### src/rtl/bp_fpga_host_io_arbiter.sv
// bp_fpga_host_io_arbiter
// Shares one FPGA-host IO command/response port pair among num_req_p
// requesters. Commands: round-robin with grant lock, zero-latency passthrough.
// Responses: returned in order, steered back via a requester-ID FIFO.
//
// Handshake semantics: a transfer happens on a cycle where valid and
// ready are both high. A valid, once raised, is held with stable data
// until it is accepted. resp_yumi_i / io_resp_yumi_o are "yumi" style:
// they may only be raised while the matching valid is high and mean
// "consumed this cycle".
module bp_fpga_host_io_arbiter #(
  parameter int num_req_p         = 2,
  parameter int msg_width_p       = 128,
  parameter int max_outstanding_p = 4,
  localparam int req_id_width_lp  = (num_req_p <= 1) ? 1 : $clog2(num_req_p),
  localparam int cnt_width_lp     = $clog2(max_outstanding_p + 1),
  localparam int ptr_width_lp     = $clog2(max_outstanding_p)
) (
  input  logic                             clk_i,
  input  logic                             reset_i,
  input  logic [num_req_p*msg_width_p-1:0] cmd_i,
  input  logic [num_req_p-1:0]             cmd_v_i,
  output logic [num_req_p-1:0]             cmd_ready_and_o,
  output logic [msg_width_p-1:0]           resp_o,
  output logic [num_req_p-1:0]             resp_v_o,
  input  logic [num_req_p-1:0]             resp_yumi_i,
  output logic [msg_width_p-1:0]           io_cmd_o,
  output logic                             io_cmd_v_o,
  input  logic                             io_cmd_ready_and_i,
  input  logic [msg_width_p-1:0]           io_resp_i,
  input  logic                             io_resp_v_i,
  output logic                             io_resp_yumi_o,
  output logic [cnt_width_lp-1:0]          outstanding_o,
  output logic                             error_o
);

  // Arbitration state
  logic [req_id_width_lp-1:0] last_r;
  logic                       lock_r;
  logic [req_id_width_lp-1:0] locked_id_r;

  // Requester-ID FIFO state
  logic [req_id_width_lp-1:0] id_mem_r [max_outstanding_p];
  logic [ptr_width_lp-1:0]    wptr_r;
  logic [ptr_width_lp-1:0]    rptr_r;
  logic [cnt_width_lp-1:0]    count_r;
  logic                       error_r;

  // Combinational signals
  logic [req_id_width_lp-1:0] cand;
  logic [req_id_width_lp-1:0] rr_pick;
  logic                       rr_found;
  logic [req_id_width_lp-1:0] winner;
  logic                       any_v;
  logic                       full;
  logic                       empty;
  logic                       push;
  logic                       pop;
  logic                       orphan;
  logic [req_id_width_lp-1:0] head_id;

  assign full    = (count_r == cnt_width_lp'(max_outstanding_p));
  assign empty   = (count_r == '0);
  assign head_id = id_mem_r[rptr_r];

  // Round-robin search starting just after the last granted requester
  always_comb begin
    cand     = '0;
    rr_pick  = last_r;
    rr_found = 1'b0;
    for (int k = 1; k <= num_req_p; k++) begin
      cand = req_id_width_lp'((int'(last_r) + k) % num_req_p);
      if (!rr_found && cmd_v_i[cand]) begin
        rr_found = 1'b1;
        rr_pick  = cand;
      end
    end
  end

  // A locked grant overrides priority until the host accepts it
  always_comb begin
    winner = lock_r ? locked_id_r : rr_pick;
    any_v  = lock_r ? cmd_v_i[locked_id_r] : rr_found;
  end

  // Command passthrough and per-requester ready
  always_comb begin
    io_cmd_o        = cmd_i[winner*msg_width_p +: msg_width_p];
    io_cmd_v_o      = any_v & ~full;
    push            = io_cmd_v_o & io_cmd_ready_and_i;
    cmd_ready_and_o = '0;
    for (int i = 0; i < num_req_p; i++) begin
      cmd_ready_and_o[i] = push && (winner == req_id_width_lp'(i));
    end
  end

  // Response steering to the head-of-FIFO owner; orphans are dropped
  always_comb begin
    resp_o   = io_resp_i;
    resp_v_o = '0;
    for (int i = 0; i < num_req_p; i++) begin
      resp_v_o[i] = io_resp_v_i && !empty && (head_id == req_id_width_lp'(i));
    end
    pop            = io_resp_v_i & ~empty & resp_yumi_i[head_id];
    orphan         = io_resp_v_i & empty;
    io_resp_yumi_o = pop | orphan;
  end

  // Round-robin pointer and grant lock
  always_ff @(posedge clk_i) begin
    if (reset_i) begin
      last_r      <= req_id_width_lp'(num_req_p - 1);
      lock_r      <= 1'b0;
      locked_id_r <= '0;
    end else begin
      if (push) begin
        last_r <= winner;
        lock_r <= 1'b0;
      end else if (io_cmd_v_o) begin
        lock_r      <= 1'b1;
        locked_id_r <= winner;
      end
    end
  end

  // ID FIFO pointers, occupancy and sticky orphan error
  always_ff @(posedge clk_i) begin
    if (reset_i) begin
      wptr_r  <= '0;
      rptr_r  <= '0;
      count_r <= '0;
      error_r <= 1'b0;
    end else begin
      if (push) wptr_r <= wptr_r + 1'b1;
      if (pop)  rptr_r <= rptr_r + 1'b1;
      count_r <= count_r + cnt_width_lp'(push) - cnt_width_lp'(pop);
      if (orphan) error_r <= 1'b1;
    end
  end

  // ID storage; contents are meaningless outside the valid window
  always_ff @(posedge clk_i) begin
    if (push) id_mem_r[wptr_r] <= winner;
  end

  assign outstanding_o = count_r;
  assign error_o       = error_r;

`ifndef SYNTHESIS
  a_no_push_full: assert property (@(posedge clk_i) disable iff (reset_i) !(push && full));
  a_no_pop_empty: assert property (@(posedge clk_i) disable iff (reset_i) !(pop && empty));
  a_resp_onehot0: assert property (@(posedge clk_i) disable iff (reset_i) $onehot0(resp_v_o));
  a_lock_hold:    assert property (@(posedge clk_i) disable iff (reset_i) lock_r |-> cmd_v_i[locked_id_r]);
`endif

endmodule

### config.mk
export PLATFORM = sky130hd
export DESIGN_NAME = bp_fpga_host_io_arbiter
export DESIGN_NICKNAME = d
export VERILOG_FILES = /design/src/rtl/bp_fpga_host_io_arbiter.sv
export SDC_FILE = /design/constraint.sdc
export NUM_CORES = 1
export LEC_CHECK = 0
export CAP_MARGIN = 10
export CORE_AREA = 4 4 255 257
export CTS_CLUSTER_DIAMETER = 200
export DETAILED_ROUTE_END_ITERATION = 12
export DIE_AREA = 0 0 259 261
export MAX_ROUTING_LAYER = met4
export PLACE_DENSITY = 0.4
export SLEW_MARGIN = 25
export SYNTH_ARGS = -nofsm -noshare
export SYNTH_HDL_FRONTEND = slang
export SYNTH_SLANG_ARGS = --single-unit
### constraint.sdc
create_clock -name clk_i -period 2.8 [get_ports clk_i]
set_input_delay 0.42 -clock clk_i [delete_from_list [all_inputs] [get_ports clk_i]]
set_output_delay 0.42 -clock clk_i [all_outputs]
set_load 0.005 [all_outputs]
# Word level (Yosys, flattened, before mapping)
# Memory sizes are Yosys's and may differ from the RTL's. A register that Yosys moved wholly into a read port is not among the register bits.
# Index checks and enable logic that the tools add are counted.
[word_totals]
reg_bits = 11
latchBits = 0
mem_bits_rw = 4
mem_bits_ro = 0
input_bits = 392
out_inout_bits = 266
wordCells = 60
n_memories = 1
[mem_list]
columns = ["name", "words", "width", "read_ports", "rd_ports_with_merged_regs", "wr", "line_no", "source"]
rows = [
  ["id_mem_r", 4, 1, 1, 1, 1, "43", "logic [req_id_width_lp-1:0] id_mem_r [max_outstanding_p];"],
]
[classes]
n_addsub = 6
n_mul = 0
n_div = 0
magnitude_cmp = 4
eq_ne = 1
n_shift = 1
mux = 18
n_bitwise = 11
reduce_logical = 11
[ops]
columns = ["operator", "count"]
rows = [
  ["$shiftx 256x9->128", 1],
  ["$mux 1", 16],
  ["$lt 1x2->1 const B", 4],
  ["$logic_and 1x1->1", 6],
  ["$and 1x1->1", 5],
  ["$not 1->1", 5],
  ["$add 2x1->2 const B", 2],
  ["$mux 2", 2],
  ["$add 3x1->3", 1],
  ["$eq 3x3->1 const B", 1],
  ["$logic_not 3->1", 1],
  ["$sub 3x1->3", 1],
  ["$add 1x1->1 const B", 2],
  ["$logic_not 1->1", 2],
  ["$reduce_and 2->1", 1],
  ["$reduce_or 2->1", 1],
  ["$or 1x1->1", 1],
]

# Longest topological paths before layout
[logic_depth]
ltp_word = 12
mapped_depth = 11
mapped_depth_nobuf = 11

# Worst setup path before layout
# Ideal clock, no wire load.
[synth_timing]
kind = "input-to-reg"
startpoint = "input cmd_v_i[1]"
endpoint = "register count_r[2], in the netlist outstanding_o[2]"
setup_ps = 128
arrival_time_ps = 2358
t_required_ps = 2672
path_slack_ps = 314
path_stages = 11
path_buffers = 0
path_cell_list = "mux2i_1 > a2111oi_4 > inv_2 > ha_1 > inv_1 > ha_1 > inv_1 > fa_1 > xor2_1 > xnor2_1 > nor2_1"
[synth_between]
elab_chain_cells = 11
word_cells_on_any_way = 15
classes_between = "2 x add/sub; 9 x mux; 2 x bitwise; 2 x reduce/logical"
[synth_lines]
columns = ["item", "line_no", "source"]
rows = [
  ["start, declared", "22", "input logic [num_req_p-1:0] cmd_v_i,"],
  ["$mux 1 (not written as such) (2 in a row)", "73", "if (!rr_found && cmd_v_i[cand]) begin"],
  ["$mux 1", "73", ""],
  ["$logic_not 1->1", "73", ""],
  ["$logic_and 1x1->1", "73", ""],
  ["$mux 1", "73", ""],
  ["$mux 1 *", "83", "any_v = lock_r ? cmd_v_i[locked_id_r] : rr_found;"],
  ["$and 1x1->1 *", "89", "io_cmd_v_o = any_v & ~full;"],
  ["$and 1x1->1 *", "90", "push = io_cmd_v_o & io_cmd_ready_and_i;"],
  ["$add 3x1->3 *", "136", "count_r <= count_r + cnt_width_lp'(push) - cnt_width_lp'(pop);"],
  ["$sub 3x1->3 *", "136", ""],
  ["end signal, assigned", "136", ""],
  ["end, declared", "46", "logic [cnt_width_lp-1:0] count_r;"],
]
# Every way passes the cells marked *; elsewhere a longest branch is shown, timed or not. The select of a mux whose other input is x is not followed.
# A chain may end at the register's enable or synchronous reset.

# Final worst setup path
[layout_timing]
startpoint = "input cmd_v_i[1]"
endpoint = "output io_cmd_o[114]"
[layout_between]
elab_chain_cells = 8
word_cells_on_any_way = 11
classes_between = "1 x shift; 8 x mux; 2 x reduce/logical"
[layout_lines]
columns = ["item", "line_no", "source"]
rows = [
  ["$mux 1 (not written as such) (2 in a row)", "73", ""],
  ["$mux 1", "73", ""],
  ["$logic_not 1->1", "73", ""],
  ["$logic_and 1x1->1", "73", ""],
  ["$mux 1 *", "73", ""],
  ["$mux 1 *", "82", "winner = lock_r ? locked_id_r : rr_pick;"],
  ["$shiftx 256x9->128 *", "88", "io_cmd_o = cmd_i[winner*msg_width_p +: msg_width_p];"],
  ["end, declared", "27", "output logic [msg_width_p-1:0] io_cmd_o,"],
]
# Marked as above.

==> metrics.md <==
| Metric | Value |
|---|---|
| Crit path cell chain | dlygate4sd2_1 -> nor2b_4 -> o31ai_4 -> buf_12 -> buf_16 -> buf_12 -> mux2_2 -> clkdlybuf4s50_1 |
| CTS tree | yes |
| Post-synth EDFFs | 4 |
| GPL Wtd Cong | 0.7594 |
| Avg Synthesized Cell Area | 9.547 sq um |
| Syn nets | 753 |
| Initial antenna violation count | 5 |
| Final WL | 23.43 mm |
| Gr usage total | 6.190% |
| Max VDD drop | 233.9 uV |
| Peak Freq | 0.3678 GHz |
| Most common cell on crit path | buf_12 |
| PD cells | 436.2 nW/um^2 |
| Final period util | 97.09% |
| Synth area leaders | mux2_2, buf_4, dfxtp_1 |
| Slew Limit Fails | 0 |
| Worst-Margin Slew | 0.6640 ns |
| Vias in the first global route | 4259 |
| Max FO, Critical Path | 8 |
| Grt ovf | 0 |
| Yosys reg bits | 17 |
| Final Setup Violations | 0 |
| Layout cells sized above 1 | 29.30% |
| Fin util | 12.83% |
| Vias per cell | 2.549 |
| Cts hold-fix bufs | 0 |
| Cell Rows | 92 |
| Seq/Total Area, Yosys | 11.26% |
| Commonest non-fill, non-tap cells in the layout | clkdlybuf4s50_1, mux2_2, dlygate4sd2_1 |
| Final Hold Viols | 0 |
| DR DRC count | 0 |
| Post-layout net count | 1069 |
| YS warnings | 0 |
| Chip height | 261 um |
| Crit path largest cell delay | 0.45 ns |
| Largest net degree at the start of global routing | 14 |
| Layout Skew | 0.001367 ns |
| First-pass GRT wire length | 29.67 mm |
| Outcome | complete, no violations |
| Cell accounting for the most synthesized area | mux2_2 |
| H-tree lvl count | 1 |
| Area Overhead vs Synth | 138.1% |
| Hpwl dp | 20.05 mm |
| Final worst path period need | 2.719 ns |
| Post-Place Cells | 1488 |
| Initial core utilization | 5.387% |
| DIE AREA | 67600 sq um |
| Commonest non-fill, non-tap cell in the layout | clkdlybuf4s50_1 |
| Crit start category | input port |
| Synth unique cells | 35 |
| Die width | 259 um |
| Mapped cell area | 3379 sq um |
| Num CTS Buffers | 3 |
| # fillers | 7135 |
| Crit path DAT | 2.30 ns |
| Hold WC Path Type | reg -> reg |
| Critical setup path kind | in -> out |
| Ys async rst share | 0% |
| RSZ-0062 raised after global routing | false |
| Slew headroom | 54.59% |
| Clock transition at path regs | 0.05 ns |
| Clock Root Buffer | clkbuf_16 |
| Bufs and invs on worst path | 5 |
| Via count | 3872 |
| Leakage power | 3.036 nW |
| Core box area | 62740 sq um |
| I/O pin cnt | 658 |
| Worst setup EP type | primary output |
| Share of the synthesized area in the top cell type | 41.98% |
| Prevailing post-synth register cell | dfxtp_1 |
| Gate Count Post-Synth | 354 |
| Final Non-Filler Cells | 1519 |
| Max Cap Violations | 0 |
| Worst EP required | 2.38 ns |
| CP top delay family | buffers and inverters |
| Slowest stage cell on the critical path | clkdlybuf4s50_1 |
| Final ANT Viol Nets | 0 |
| DR WL/cell | 15.42 um |
| Latest clock arrival within the worst-skew pair | 0.24 ns |
| Drt initial violations | 67 |
| Initial DRT Pass Iterations | 3 |
| Clock sink total | 17 |
| IO buf count | 401 |
| Clock buffer depth | 2 |
-- logic make-up (layout without fill, tap and decap cells) --
| kind of cell | after synthesis | in the layout | share of synthesized area, % |
|---|---|---|---|
| adder cells (fa/ha/maj) | 7 | 7 | 2.814 |
| buffers and inverters | 150 | 465 | 32.28 |
| AO/OA/AOI/OAI | 10 | 10 | 2.814 |
| other | 0 | 4 | 0 |
| multiplexers | 134 | 134 | 44.80 |
| flip-flops | 17 | 17 | 11.26 |
| XOR/XNOR | 3 | 3 | 0.7776 |
| AND/OR/NAND/NOR | 33 | 33 | 5.258 |
-- report_power, final --
group	switching [mW]	internal, mW
logic	0.983	1.88
clock network	0.0855	0.193
registers	0.0629	0.310
-- worst reg2reg max path, stage by stage (launching register included) --
cell and delay, ns:
edfxtp_1 0.35, mux4_2 0.56, mux2i_1 0.26, ha_1 0.27, inv_1 0.05, ha_1 0.12
inv_1 0.05, fa_1 0.36, xor2_1 0.18, xnor2_1 0.14, nor2_1 0.05
-- stage by stage --
step | hold slack (ns) | power (mW) | area, sq um | TNS, ns | setup slack (ns)
finish | 0.4867 | 3.511 | 8048 | 0 | 0.08138
floorplan | 0.4510 | 1.574 | 3379 | 0 | 0.3138
global placement | 0.4595 | 3.127 | 7699 | -26.49 | -0.2728
global route | 0.5438 | 3.754 | 8048 | 0 | 0.01057
detailed placement | 0.4764 | 3.108 | 7699 | -27.45 | -0.2891
CTS | 0.4929 | 3.615 | 8031 | 0 | 0.0009268
-- worst paths after layout --
check / start / depth (start not counted) / slack, ns / end
worst max-delay path: cmd_v_i[1] / 8 / 0.08 / io_cmd_o[114]
worst min-delay path: error_o$_SDFFE_PP0P_ / 2 / 0.49 / error_o$_SDFFE_PP0P_
worst max register to register: id_mem_r[3]$_DFFE_PP_ / 10 / 0.28 / outstanding_o[2]$_SDFF_PP0_
worst min register to register: error_o$_SDFFE_PP0P_ / 2 / 0.49 / error_o$_SDFFE_PP0P_
-- final cells by class --
type / count / area [sq um] / area share (%)
flip-flops and latches: 17 / 380.4 / 4.726
well taps: 846 / 1059 / 13.15
clock buffers: 4 / 78.83 / 0.9795
repair buffers: 454 / 4559 / 56.65
diodes: 4 / 10.01 / 0.1244
multi-input cells: 187 / 1934 / 24.04
inverters: 7 / 26.28 / 0.3265
-- Yosys cell counts, drive strengths merged, types with 3 or more instances --
master and count:
nor2b 3, dfxtp 13, nor2 13, buf 142, nor3 4, ha 6, and2 6, mux2i 5
inv 7, mux2 128, edfxtp 4
-- timing repair --
| item | CTS | global route |
|---|---|---|
| resized for setup | 126 | 10 |
| pin swaps | 1 | 1 |
| gates cloned | 3 | 0 |
| buffers inserted | 20 | 1 |
| endpoints found under the setup margin | 129 | 63 |
-- per-layer routing --
layer  up-vias  track usage, %  share of wire (%)
li1       1730               -                  -
met1      1717           6.814                 38
met2       415           9.144                 42
met3        10           4.893                 18
met4         0          0.5847               0.83
met5         -               -                  0
No activity file was read; power rests on OpenSTA's default activity.
